[src/rtl/multicore_dmem_arbiter.sv]
// Round-robin arbiter that serialises per-core load/store requests onto one
// data-memory port and returns a one-cycle acknowledge plus read data.
module multicore_dmem_arbiter #(
  parameter int NUM_CORES = 4,
  parameter int DATA_W    = 16,
  parameter int ADDR_W    = 16,
  parameter int MEM_LAT   = 1
) (
  input  logic                          clk,
  input  logic                          rst_n,
  input  logic [NUM_CORES*ADDR_W-1:0]   core_addr,
  input  logic [NUM_CORES*DATA_W-1:0]   core_wdata,
  input  logic [NUM_CORES-1:0]          core_rd,
  input  logic [NUM_CORES-1:0]          core_wr,
  output logic [NUM_CORES-1:0]          core_ack,
  output logic [DATA_W-1:0]             core_rdata,
  output logic [ADDR_W-1:0]             mem_addr,
  output logic [DATA_W-1:0]             mem_wdata,
  output logic                          mem_rd,
  output logic                          mem_wr,
  input  logic [DATA_W-1:0]             mem_rdata,
  output logic                          conflict_err
);

  localparam int IDX_W = (NUM_CORES > 1) ? $clog2(NUM_CORES) : 1;
  localparam int CNT_W = $clog2(MEM_LAT + 1);

  typedef enum logic [1:0] {
    IDLE  = 2'd0,
    ISSUE = 2'd1,
    WAIT  = 2'd2,
    ACK   = 2'd3
  } state_t;

  state_t             state;
  logic [IDX_W-1:0]   rr_ptr;
  logic [IDX_W-1:0]   winner;
  logic [CNT_W-1:0]   lat_cnt;
  logic               op_wr;

  // Handshake: a core requests by holding rd or wr (with addr/wdata) high and
  // keeps everything stable until it sees its core_ack bit; it drops the
  // request at the edge that ends the ack cycle.
  logic [NUM_CORES-1:0] req;
  logic                 found;
  logic [IDX_W-1:0]     pick;

  assign req = core_rd | core_wr;

  // Search starts just past the previous winner so it gets lowest priority.
  always_comb begin
    int sum;
    logic [IDX_W-1:0] idx;
    found = 1'b0;
    pick  = '0;
    sum   = 0;
    idx   = '0;
    for (int k = 1; k <= NUM_CORES; k++) begin
      sum = int'(rr_ptr) + k;
      if (sum >= NUM_CORES) sum = sum - NUM_CORES;
      idx = sum[IDX_W-1:0];
      if (!found && req[idx]) begin
        found = 1'b1;
        pick  = idx;
      end
    end
  end

  always_ff @(posedge clk or negedge rst_n) begin
    if (!rst_n) begin
      state        <= IDLE;
      rr_ptr       <= IDX_W'(NUM_CORES - 1);
      winner       <= '0;
      lat_cnt      <= '0;
      op_wr        <= 1'b0;
      core_ack     <= '0;
      core_rdata   <= '0;
      mem_addr     <= '0;
      mem_wdata    <= '0;
      mem_rd       <= 1'b0;
      mem_wr       <= 1'b0;
      conflict_err <= 1'b0;
    end else begin
      case (state)
        IDLE: begin
          if (found) begin
            winner    <= pick;
            rr_ptr    <= pick;
            mem_addr  <= core_addr[pick*ADDR_W +: ADDR_W];
            mem_wdata <= core_wdata[pick*DATA_W +: DATA_W];
            // A core raising both rd and wr is served as a write.
            op_wr     <= core_wr[pick];
            mem_wr    <= core_wr[pick];
            mem_rd    <= ~core_wr[pick];
            if (core_rd[pick] && core_wr[pick]) conflict_err <= 1'b1;
            state     <= ISSUE;
          end
        end
        ISSUE: begin
          mem_rd  <= 1'b0;
          mem_wr  <= 1'b0;
          lat_cnt <= CNT_W'(MEM_LAT);
          state   <= WAIT;
        end
        WAIT: begin
          if (lat_cnt == CNT_W'(1)) begin
            if (!op_wr) core_rdata <= mem_rdata;
            core_ack <= NUM_CORES'(1) << winner;
            lat_cnt  <= '0;
            state    <= ACK;
          end else begin
            lat_cnt <= lat_cnt - CNT_W'(1);
          end
        end
        ACK: begin
          core_ack <= '0;
          state    <= IDLE;
        end
        default: state <= IDLE;
      endcase
    end
  end

endmodule

[config.mk]
export PLATFORM = sky130hd
export DESIGN_NAME = multicore_dmem_arbiter
export DESIGN_NICKNAME = d
export VERILOG_FILES = /design/src/rtl/multicore_dmem_arbiter.sv
export SDC_FILE = /design/constraint.sdc
export NUM_CORES = 1
export LEC_CHECK = 0
export BUFFER_PORTS_ARGS = -buffer_cell sky130_fd_sc_hd__buf_2
export CORE_AREA = 5 5 132 71
export DETAILED_ROUTE_END_ITERATION = 10
export DIE_AREA = 0 0 137 76
export PLACE_DENSITY = 0.84
export SETUP_SLACK_MARGIN = 0.5
export SLEW_MARGIN = 30
export SYNTH_ARGS = -nofsm -noshare
export SYNTH_HDL_FRONTEND = slang
export SYNTH_SLANG_ARGS = --single-unit
export TNS_END_PERCENT = 20
[constraint.sdc]
create_clock -name clk -period 3.21 [get_ports clk]
set_clock_uncertainty 0.1 [all_clocks]
set_input_delay 0.4815 -clock clk [delete_from_list [all_inputs] [get_ports clk]]
set_output_delay 0.4815 -clock clk [all_outputs]
set_load 0.01 [all_outputs]
==> out/results.tsv <==
stage	metric	value	unit
run_status	outcome	finished, final reports clean	
placed_design	placed cell area	0.00460	mm2
cts	total CTS buffers	9	
floorplan	die height	76	um
global_routing	vias in the first global route	3559	
worst_setup_path	Top cell by count, worst path	buf_4	
sta	RSZ-0062 raised after global routing	no	
routing	router iterations before antenna repair	4	
sta	# setup viols final	0	
routing	DRC Markers	0	
synth	commonest cells in the netlist	mux2i_1 (66), dfrtp_1 (61), nand2_1 (46)	
power_and_ir_drop	LEAKAGE	2.64	nW
synth	largest area contributor in the netlist	dfrtp_1	
power_and_ir_drop	maximum vdd drop	0.471	mV
synth	register area share after synthesis	45.6	%
cts	clock-pin slew on the worst setup and hold paths	60	ps
cts	cts repair resizes	0	
placed_design	RePlAce Congestion	0.824	
finish	ant diodes	0	
cts	clock buffer depth	2	
power_and_ir_drop	pwr dens	1020	mW/mm2
worst_setup_path	CP Data Arrival Time	2590	ps
worst_setup_path	type of the worst setup path	flip-flop to flip-flop	
synth	Ys Warns	0	
synth	Mapped Area	0.00346	mm2
synth	flops & latches, synth	63	
worst_setup_path	critical path cell sequence	o21bai_1 > a211oi_2 > a211oi_4 > buf_4 > buf_4 > mux2i_1 > o221ai_1	
finish	layout cell share with drive strength beyond 1	49.6	%
sta	Slew HR	51.6	%
floorplan	core footprint	0.00826	mm2
global_routing	remaining global-route overflow	0	
synth	synth unique cells	42	
placed_design	hpwl dp	9.15	mm
worst_setup_path	Worst Setup End Kind	flip-flop	
worst_setup_path	buffers and inverters on the worst path	2	
sta	Fin. Hold Viols	0	
worst_setup_path	startpoint type of the worst setup path	flip-flop	
synth	top cell type's share of synthesized area	44.1	%
synth	dominant cells by area after synthesis	dfrtp_1 (44%), mux2i_1 (19%), o221ai_1 (8.1%)	
cts	clk_lat worst skew	320	ps
floorplan	Initial Util	41.9	%
cts	CTS root buf	clkbuf_16	
routing	vias per inst	5.26	
synth	net count after synthesis	464	
worst_setup_path	worst path required time	3290	ps
global_routing	initial antenna violation count	0	
floorplan	Rows	24	
sta	fin crit share	78.1	%
sta	fmax	399	MHz
global_routing	GRT Overall Usage	21.5	%
finish	# nets final	671	
sta	Hold WS	66.8	ps
synth	most frequent cell after synthesis	mux2i_1	
synth	number of flops mapped to enable cells by yosys	0	
sta	Worst Max-Slew Pin Slew	726	ps
floorplan	IO Pins	209	
cts	clk sinks	63	
cts	Setup Buffers After CTS	0	
sta	TNS Setup	0	ps
worst_setup_path	Max FO, Critical Path	23	
synth	synthesized area per cell	11.3	um2
finish	Design Area, Final	0.00493	mm2
worst_setup_path	Largest delay share family, worst path	buffers and inverters	
synth	Post-Synthesis Cells	306	
routing	Vias	3337	
worst_setup_path	Worst path max stage delay	610	ps
finish	area delta synth->final	42.6	%
floorplan	Die W	137	um
placed_design	PortBufs	208	
routing	final WL	11.6	mm
worst_hold_path	Worst Hold Class	input pin to asynchronous set/reset pin	
cts	H-tree levels	3	
global_routing	largest net degree at the start of global routing	64	
routing	starting DRC count in detailed routing	193	
sta	minimum clock period	2510	ps
cts	cts hold-fix bufs	0	
synth	top_reg_cell synth	dfrtp_1	
synth	ys async rst share	100	%
floorplan	die footprint	0.0104	mm2
cts	CTS tree	done	
global_routing	global-route wire length before repair	17.7	mm
run	Max-Cap Viols	0	
sta	Final Max Tran Viols	0	
worst_setup_path	Critical Path Slowest Stage Cell	dfstp_2	
routing	WL/cell	18.2	um
routing	Antenna Violating Nets Remaining	0	
==> layer usage <==
| metal | part of all wire, % | up-vias | global-route usage [%] |
|---|---|---|---|
| met2 | 47 | 152 | 35.4 |
| li1 | - | 1566 | - |
| met4 | 1.0 | 0 | 5.48 |
| met1 | 43 | 1605 | 26.7 |
| met5 | 0 | - | 0 |
| met3 | 9.4 | 14 | 7.72 |
==> final timing paths <==
check	start	end	slack, ps	depth (start not counted)
min in group clk	mem_rdata[12]	core_rdata[12]	290	2
setup reg to reg	rr_ptr[1]	mem_wdata[3]	700	7
hold reg to reg	mem_addr[10]	mem_addr[10]	380	2
max in group asynchronous	rst_n	rr_ptr[1]	2610	2
setup / recovery	rr_ptr[1]	mem_wdata[3]	700	7
hold / removal	rst_n	core_rdata[1]	70	2
==> state kept, by name, indices dropped and copies added, names as in the netlist <==
| signal | count |
|---|---|
| op_wr | 1 |
| mem_addr | 16 |
| winner | 2 |
| rr_ptr | 2 |
| conflict_err | 1 |
| core_rdata | 16 |
| state | 2 |
| lat_cnt | 1 |
| mem_wr | 1 |
| mem_wdata | 16 |
| mem_rd | 1 |
| core_ack | 4 |
==> layout by cell type (no fill, tap or decap), types with 3 or more instances in the layout <==
cell       instances
a22o_1             6
a22oi_1            3
buf_2            208
buf_4              8
clkbuf_16          9
dfrtp_1           61
ha_1               4
inv_1              4
mux2_2            17
mux2i_1           66
nand2_1           46
nor2_1             5
nor3_1             4
o21ai_1            3
o221ai_1          32
==> through the flow <==
stage	power, mW	util (%)	setup WS [ps]	instances
floorplan	3.15	-	962	306
global placement	3.87	55.7	637	619
detailed placement	3.99	55.7	498	619
CTS	5.08	59.7	711	635
global route	5.37	59.7	591	635
finish	5.03	59.7	703	635
==> layout make-up <==
type | count | area [um2]
Sequential cell | 63 | 1580
Fill cell | 696 | 3320
Tap cell | 117 | 146
Clock buffer | 10 | 239
Timing Repair Buffer | 218 | 1140
Inverter | 4 | 15.0
Multi-Input combinational cell | 217 | 1720
Clock inverter | 6 | 92.6
==> logic make-up (layout without fill, tap and decap cells) <==
| kind of cell | count (synthesis) | after routing | share of synthesized area, % |
|---|---|---|---|
| AO/OA/AOI/OAI | 59 | 59 | 14.1 |
| multiplexers | 83 | 83 | 24.6 |
| adder cells (fa/ha/maj) | 4 | 4 | 1.45 |
| buffers and inverters | 26 | 238 | 4.99 |
| flip-flops | 63 | 63 | 45.6 |
| AND/OR/NAND/NOR | 71 | 71 | 9.19 |
==> power by group <==
| part | switching, mW | internal [mW] |
|---|---|---|
| Sequential | 0.243 | 1.21 |
| Combinational | 1.37 | 1.14 |
| Clock | 0.359 | 0.704 |
==> worst register-to-register path: stages, from the launching register on <==
cell and delay, ps:
dfstp_2 610, o21bai_1 150, a211oi_2 110, a211oi_4 180, buf_4 300, buf_4 420, mux2i_1 350, o221ai_1 150
Power figures use the tool's default switching activity.
